### src/rtl/snake_dir_ctrl.sv
// Snake direction controller: synchronizes and debounces four buttons, queues the last press and commits it on each move tick.
// Commit lands on the same edge that raises MOVE_TICK; there is no backpressure, and a newer press overwrites an unconsumed one.
module snake_dir_ctrl #(
    parameter int DEBOUNCE_CYCLES = 16,
    parameter int TICK_DIV        = 25000000
) (
    input  logic       CLK,
    input  logic       RESET,
    input  logic       BTN_UP,
    input  logic       BTN_DOWN,
    input  logic       BTN_LEFT,
    input  logic       BTN_RIGHT,
    input  logic       ENABLE,
    output logic       MOVE_TICK,
    output logic [1:0] DIR
);

    localparam int DBW = (DEBOUNCE_CYCLES > 2) ? $clog2(DEBOUNCE_CYCLES) : 1;
    localparam int TKW = (TICK_DIV > 2) ? $clog2(TICK_DIV) : 1;
    localparam logic [DBW-1:0] DB_LAST   = DBW'(DEBOUNCE_CYCLES - 1);
    localparam logic [TKW-1:0] TK_LAST   = TKW'(TICK_DIV - 1);
    localparam logic [1:0]     DIR_RIGHT = 2'b11;

    // Bit index equals the direction code: 0 up, 1 down, 2 left, 3 right.
    logic [3:0] btn_raw;
    assign btn_raw = {BTN_RIGHT, BTN_LEFT, BTN_DOWN, BTN_UP};

    logic [3:0]           sync1_q, sync2_q;
    logic [3:0]           lvl_q, lvl_d, lvl_prev_q;
    logic [3:0][DBW-1:0]  db_cnt_q, db_cnt_d;
    logic [TKW-1:0]       tick_cnt_q, tick_cnt_d;
    logic                 tick_q, tick_d;
    logic                 pend_vld_q, pend_vld_d;
    logic [1:0]           pend_code_q, pend_code_d;
    logic [1:0]           dir_q, dir_d;

    logic [3:0] press;
    logic       evt_vld;
    logic [1:0] evt_code;
    logic       req_vld;
    logic [1:0] req_code;
    logic       tick_last;

    always_comb begin
        lvl_d    = lvl_q;
        db_cnt_d = '0;
        for (int i = 0; i < 4; i++) begin
            if (sync2_q[i] != lvl_q[i]) begin
                if (db_cnt_q[i] == DB_LAST) begin
                    lvl_d[i] = sync2_q[i];
                end else begin
                    db_cnt_d[i] = db_cnt_q[i] + 1'b1;
                end
            end
        end
    end

    assign press   = lvl_q & ~lvl_prev_q;
    assign evt_vld = |press;

    always_comb begin
        evt_code = 2'b11;
        if (press[0]) begin
            evt_code = 2'b00;
        end else if (press[1]) begin
            evt_code = 2'b01;
        end else if (press[2]) begin
            evt_code = 2'b10;
        end
    end

    assign tick_last = (tick_cnt_q == TK_LAST);

    always_comb begin
        tick_d     = ENABLE & tick_last;
        tick_cnt_d = '0;
        if (ENABLE && !tick_last) begin
            tick_cnt_d = tick_cnt_q + 1'b1;
        end
    end

    // A press arriving right before the commit edge outranks the stored one.
    assign req_vld  = evt_vld | pend_vld_q;
    assign req_code = evt_vld ? evt_code : pend_code_q;

    always_comb begin
        dir_d       = dir_q;
        pend_vld_d  = pend_vld_q;
        pend_code_d = pend_code_q;
        if (tick_d) begin
            pend_vld_d = 1'b0;
            if (req_vld && (req_code != (dir_q ^ 2'b01))) begin
                dir_d = req_code;
            end
        end else if (evt_vld) begin
            pend_vld_d  = 1'b1;
            pend_code_d = evt_code;
        end
    end

    always_ff @(posedge CLK) begin
        if (RESET) begin
            sync1_q     <= '0;
            sync2_q     <= '0;
            lvl_q       <= '0;
            lvl_prev_q  <= '0;
            db_cnt_q    <= '0;
            tick_cnt_q  <= '0;
            tick_q      <= 1'b0;
            pend_vld_q  <= 1'b0;
            pend_code_q <= '0;
            dir_q       <= DIR_RIGHT;
        end else begin
            sync1_q     <= btn_raw;
            sync2_q     <= sync1_q;
            lvl_q       <= lvl_d;
            lvl_prev_q  <= lvl_q;
            db_cnt_q    <= db_cnt_d;
            tick_cnt_q  <= tick_cnt_d;
            tick_q      <= tick_d;
            pend_vld_q  <= pend_vld_d;
            pend_code_q <= pend_code_d;
            dir_q       <= dir_d;
        end
    end

    assign MOVE_TICK = tick_q;
    assign DIR       = dir_q;

endmodule

### config.mk
export PLATFORM = sky130hd
export DESIGN_NAME = snake_dir_ctrl
export DESIGN_NICKNAME = d
export VERILOG_FILES = /design/src/rtl/snake_dir_ctrl.sv
export SDC_FILE = /design/constraint.sdc
export NUM_CORES = 1
export LEC_CHECK = 0
export CAP_MARGIN = 20
export CORE_UTILIZATION = 25
export CTS_BUF_LIST = sky130_fd_sc_hd__clkbuf_8 sky130_fd_sc_hd__clkbuf_16
export CTS_CLUSTER_DIAMETER = 40
export DETAILED_ROUTE_END_ITERATION = 8
export DONT_BUFFER_PORTS = 1
export GPL_ROUTABILITY_DRIVEN = 0
export PLACE_DENSITY_LB_ADDON = 0.1
export SLEW_MARGIN = 30
export SYNTH_ARGS = -nofsm -noshare
export SYNTH_HDL_FRONTEND = slang
export SYNTH_SLANG_ARGS = --single-unit
### constraint.sdc
create_clock -name CLK -period 5.88 [get_ports CLK]
set_input_delay 1.176 -clock CLK [delete_from_list [all_inputs] [get_ports CLK]]
set_output_delay 1.176 -clock CLK [all_outputs]
set_load 0.02 [all_outputs]
* Word-level counts from Yosys, hierarchy flattened
Cells that the tools add are included.
** Operators by class
- Multiplexer cells :: 4
- Bitwise gates (word level) :: 10
- Reduce and logical (&&, ||, !) cells :: 15
- Equality and inequality tests :: 10
- $add $sub $neg :: 5
** Operators by type and width (number)
- adder 25 x 1 -> 25 bit (second input constant) :: 1
- == test 25 bit (second input constant) :: 1
- adder 4 x 1 -> 4 bit (second input constant) :: 4
- == test 4 bit (second input constant) :: 4
- OR reduction 3 bit :: 4
- AND reduction 2 bit :: 5
- 2-to-1 mux 2 bit :: 3
- inverter 1 bit :: 6
- bitwise AND 4 bit :: 1
- != test 1 bit :: 4
- inverter 4 bit :: 1
- OR reduction 2 bit :: 2
- OR reduction 4 bit :: 1
- logical AND 1 bit :: 2
- != test 2 bit :: 1
- bitwise AND 1 bit :: 1
- logical NOT 1 bit :: 1
- 2-to-1 mux 1 bit :: 1
- bitwise OR 1 bit :: 1
** Word-level totals
- Logic and storage cells :: 60
- Bits in registers :: 63
- Input bits :: 7
- Output and inout port bits :: 3

* Logic depth before layout (Yosys ltp)
- Depth after elaboration :: 9
- Gate-level depth with buffers :: 6
- Gate-level depth less buffers :: 6

* Worst setup path after synthesis
Ideal clock, no wire load.
- Path type :: input-to-reg
- From :: in ENABLE
- To :: reg dir_q[1], in the netlist DIR[1]
- Arrival time :: 2.233 ns
- Path buffers :: 0
- Stages on the path :: 4
- Setup slack :: 3.520 ns
- Path through :: nand4_1 -> or4_4 -> o21a_1 -> or3_1
** On the way
- Word-level cells in the longest chain between the ends :: 2
** RTL lines
- start: declaration :: line 13 : input logic ENABLE,
- bitwise AND 1 bit :: line 75 : tick_d = ENABLE & tick_last;
- AND reduction 2 bit (no source line)
- end signal: assignment :: line 123 : dir_q <= dir_d;
- end: declaration :: line 35 : logic [1:0] dir_q, dir_d;
No other way between the ends.
A chain may end at the register's enable or synchronous reset.

* Worst setup path in the final report
- From :: reg tick_cnt_q[0]
- To :: reg tick_cnt_q[21]
** On the way
- Word-level cells in the longest chain between the ends :: 5
- Elaborated cells on any way between the ends :: 6
- Classes of those cells :: add/sub (1); eq/ne (1); bitwise (1); reduce/logical (3)
** RTL lines
- start: declaration :: line 31 : logic [TKW-1:0] tick_cnt_q, tick_cnt_d;
- start signal: assignment :: line 119 : tick_cnt_q <= tick_cnt_d;
- parallel branches: the longest is 5 deep, another holds adder 25 x 1 -> 25 bit
Several ways; the timed one is not identified.

==> impl_metrics.ini <==
[run_status]
outcome = completed

[drt]
drt-initial-drc-count = 40
route.met3.wl_um = 280
via_per_inst = 4.156
wl_per_cell_um = 11.12
first_pass_iters = 4
wl_mm = 4.558
via_count = 1704
ant_nets = 0
wl_met1_mm = 2.176
drc = 0
top_layer_used = met4
wl_met2_mm = 2.048

[place]
dp_hpwl_mm = 3.080
place_ws_ps = 3444
dpl.cell_count = 394
placed_cell_area_um2 = 2658
numPortBuffers = 0

[floorplan]
die_area_um2 = 10460
initial_core_util_pct = 25.73
boundaryPins = 10
die_h_um = 102.3
core_um2 = 9774
die_x_um = 102.3
core.rowCount = 36

[sta]
post-route-period-util_pct = 37.76
min_period_ps = 2221
final.setup.tns_ps = 0
slew_headroom_pct = 52.04
rsz0062_at_grt = false
setup_viol = 0
hold-worst-slack_ps = 431.9
finalHoldViolCount = 0
worst_slack_ps = 3659
tightest_slew_ps = 710.4
finClkSkew_ps = 7.161
drv_slew = 0
clock.fmax_mhz = 450.3

[global_routing]
grt_start_max_net_pins = 30
grt_use_total_pct = 10.59
grt_pass1_vias = 1775
grt_pass1_wl_mm = 8.238
grt_overflow_total = 0
antenna_found_initial = 0

[logic_synthesis]
yosys_warnings = 0
synth-simple-area-share_pct = 29.15
netlist_area_um2 = 2515
synthTopCellsByArea = dfxtp_1 (50%), xor2_1 (8.0%), nor2_1 (7.6%), xnor2_1 (4.5%), nand3_1 (4.0%)
synth_top_family_by_area = simple AND/OR/NAND/NOR gates
synth.avg_cell_area_um2 = 9.419
synth-seq-cells = 63
synth_ff_type = dfxtp_1
synth-compound-area-share_pct = 1.841
synth_adder_area_share_pct = 2.488
synth_edf_count = 0
synth_common_cells = dfxtp_1 (63), nor2_1 (51), xor2_1 (23)
yosysTopAreaCell = dfxtp_1
synth.distinct_cells = 34
syn-num-nets = 279
synth_top_area_share_pct = 50.15
syn_inst = 267
ys_async_sr_fraction_pct = 0
synth_mux_area_share_pct = 1.592
ys_seq_area_share_pct = 50.15
synth_xor_area_share_pct = 12.54
yosysMostFrequentCell = dfxtp_1

[critical_path]
critPathKind = reg2reg
crit_path_end_kind = flop
worst_ep_required_time_ps = 6080
crit_fanout = 24
startpoint_type = flop
critical_path_arrival_ps = 2420

[clock_tree]
postCtsSetupBuffers = 0
cts_inserted_buffers = 9
cts_root_buf = clkbuf_8
clkSinkCount = 63
postCtsHoldBufs = 0
tritoncts = done
cts_max_level = 3
path_clk_slew_ps = 70
clockBufferDepth = 2
cts_resized = 0
clk_latency_ps = 330

[power]
peakVddDrop_v = 0.00009141
p_leak_nw = 0.9885
powerDensity_nw_per_um2 = 273.3

[layout]
multi_input_area_um2 = 1204
stdcell_count = 410
seqCellArea_um2 = 1261
drive_gt1_share_pct = 9.025
final_nets = 284
final_cell_area_um2 = 2834
num_antenna_cells = 0
nFillCells = 1052
areaGrowthSynthToFinish_pct = 12.69

[flow_run]
maxCapViolCount = 0

[worst_hold_path]
holdCritPathClass = reg2reg
layer usage:
metal  GRT usage, %  vias up
li1               -      903
met1          11.98      777
met2          16.68       20
met3          5.882        4
met4          3.956        0
met5              0        -
registers in the layout, indices dropped and copies added, names as in the netlist:
register / cells
MOVE_TICK: 1
sync2_q: 4
lvl_prev_q: 4
db_cnt_q: 16
tick_cnt_q: 25
lvl_q: 4
DIR: 2
pend_vld_q: 1
sync1_q: 4
pend_code_q: 2
area by class of cell:
| type | count | area share [%] |
|---|---|---|
| clock buffer | 11 | 5.342 |
| clock inverter | 5 | 0.8830 |
| inverter | 7 | 0.9272 |
| multi-input combinational | 191 | 42.47 |
| sequential | 63 | 44.50 |
| tap | 133 | 5.872 |
power breakdown:
| part | total, W | leakage [nW] | switching [W] | internal (W) |
|---|---|---|---|---|
| sequential | 0.000433 | 0.510 | 0.00000244 | 0.000431 |
| combinational | 0.00000923 | 0.381 | 0.00000519 | 0.00000404 |
| clock | 0.000332 | 0.0977 | 0.000161 | 0.000171 |
| total | 0.000774 | 0.988 | 0.000168 | 0.000606 |
path summary, 6_finish.rpt:
path | startpoint | slack (ps) | depth (start not counted) | end
max reg2reg | tick_cnt_q[0] | 3660 | 5 | tick_cnt_q[21]
max | tick_cnt_q[0] | 3660 | 5 | tick_cnt_q[21]
min reg2reg | sync1_q[3] | 430 | 1 | sync2_q[3]
min | sync1_q[3] | 430 | 1 | sync2_q[3]
layout by cell type, fill, tap and decap left out, types with 3 or more instances in the layout:
cell type,netlist,routed
nor4_1,4,3
or3_1,4,4
nand2b_1,4,4
nand3_1,20,20
and3_1,4,4
clkbuf_8,0,11
a21oi_1,3,3
inv_1,7,9
dfxtp_1,63,63
nor2b_1,13,13
xnor2_1,13,13
xor2_1,23,23
ha_1,5,5
mux2i_1,4,4
nand4_1,7,7
nor3_1,5,5
nand2_1,12,12
nor2_1,51,51
worst max-delay path, cell delays in order, from the launching register on:
cell	delay, ps
dfxtp_1	410
ha_1	270
nand3_1	180
or4_2	690
nand3b_2	440
nor2_1	100
through the flow:
step	util (%)	total power, W
2_1_floorplan	-	0.0004531
3_3_place_gp	27.12	0.0004524
3_5_place_dp	27.19	0.0004524
4_1_cts	28.99	0.0007919
5_1_grt	28.99	0.0008172
6_report	28.99	0.0007745
kinds of logic (layout without fill, tap and decap cells):
family / Yosys count / in the layout
simple gates: 139 / 139
flops: 63 / 63
xor+xnor: 36 / 36
buf+inv: 13 / 23
compound gates: 7 / 7
fa+ha+maj: 5 / 5
mux: 4 / 4
Note: power is estimated with default switching activity, not from simulation.
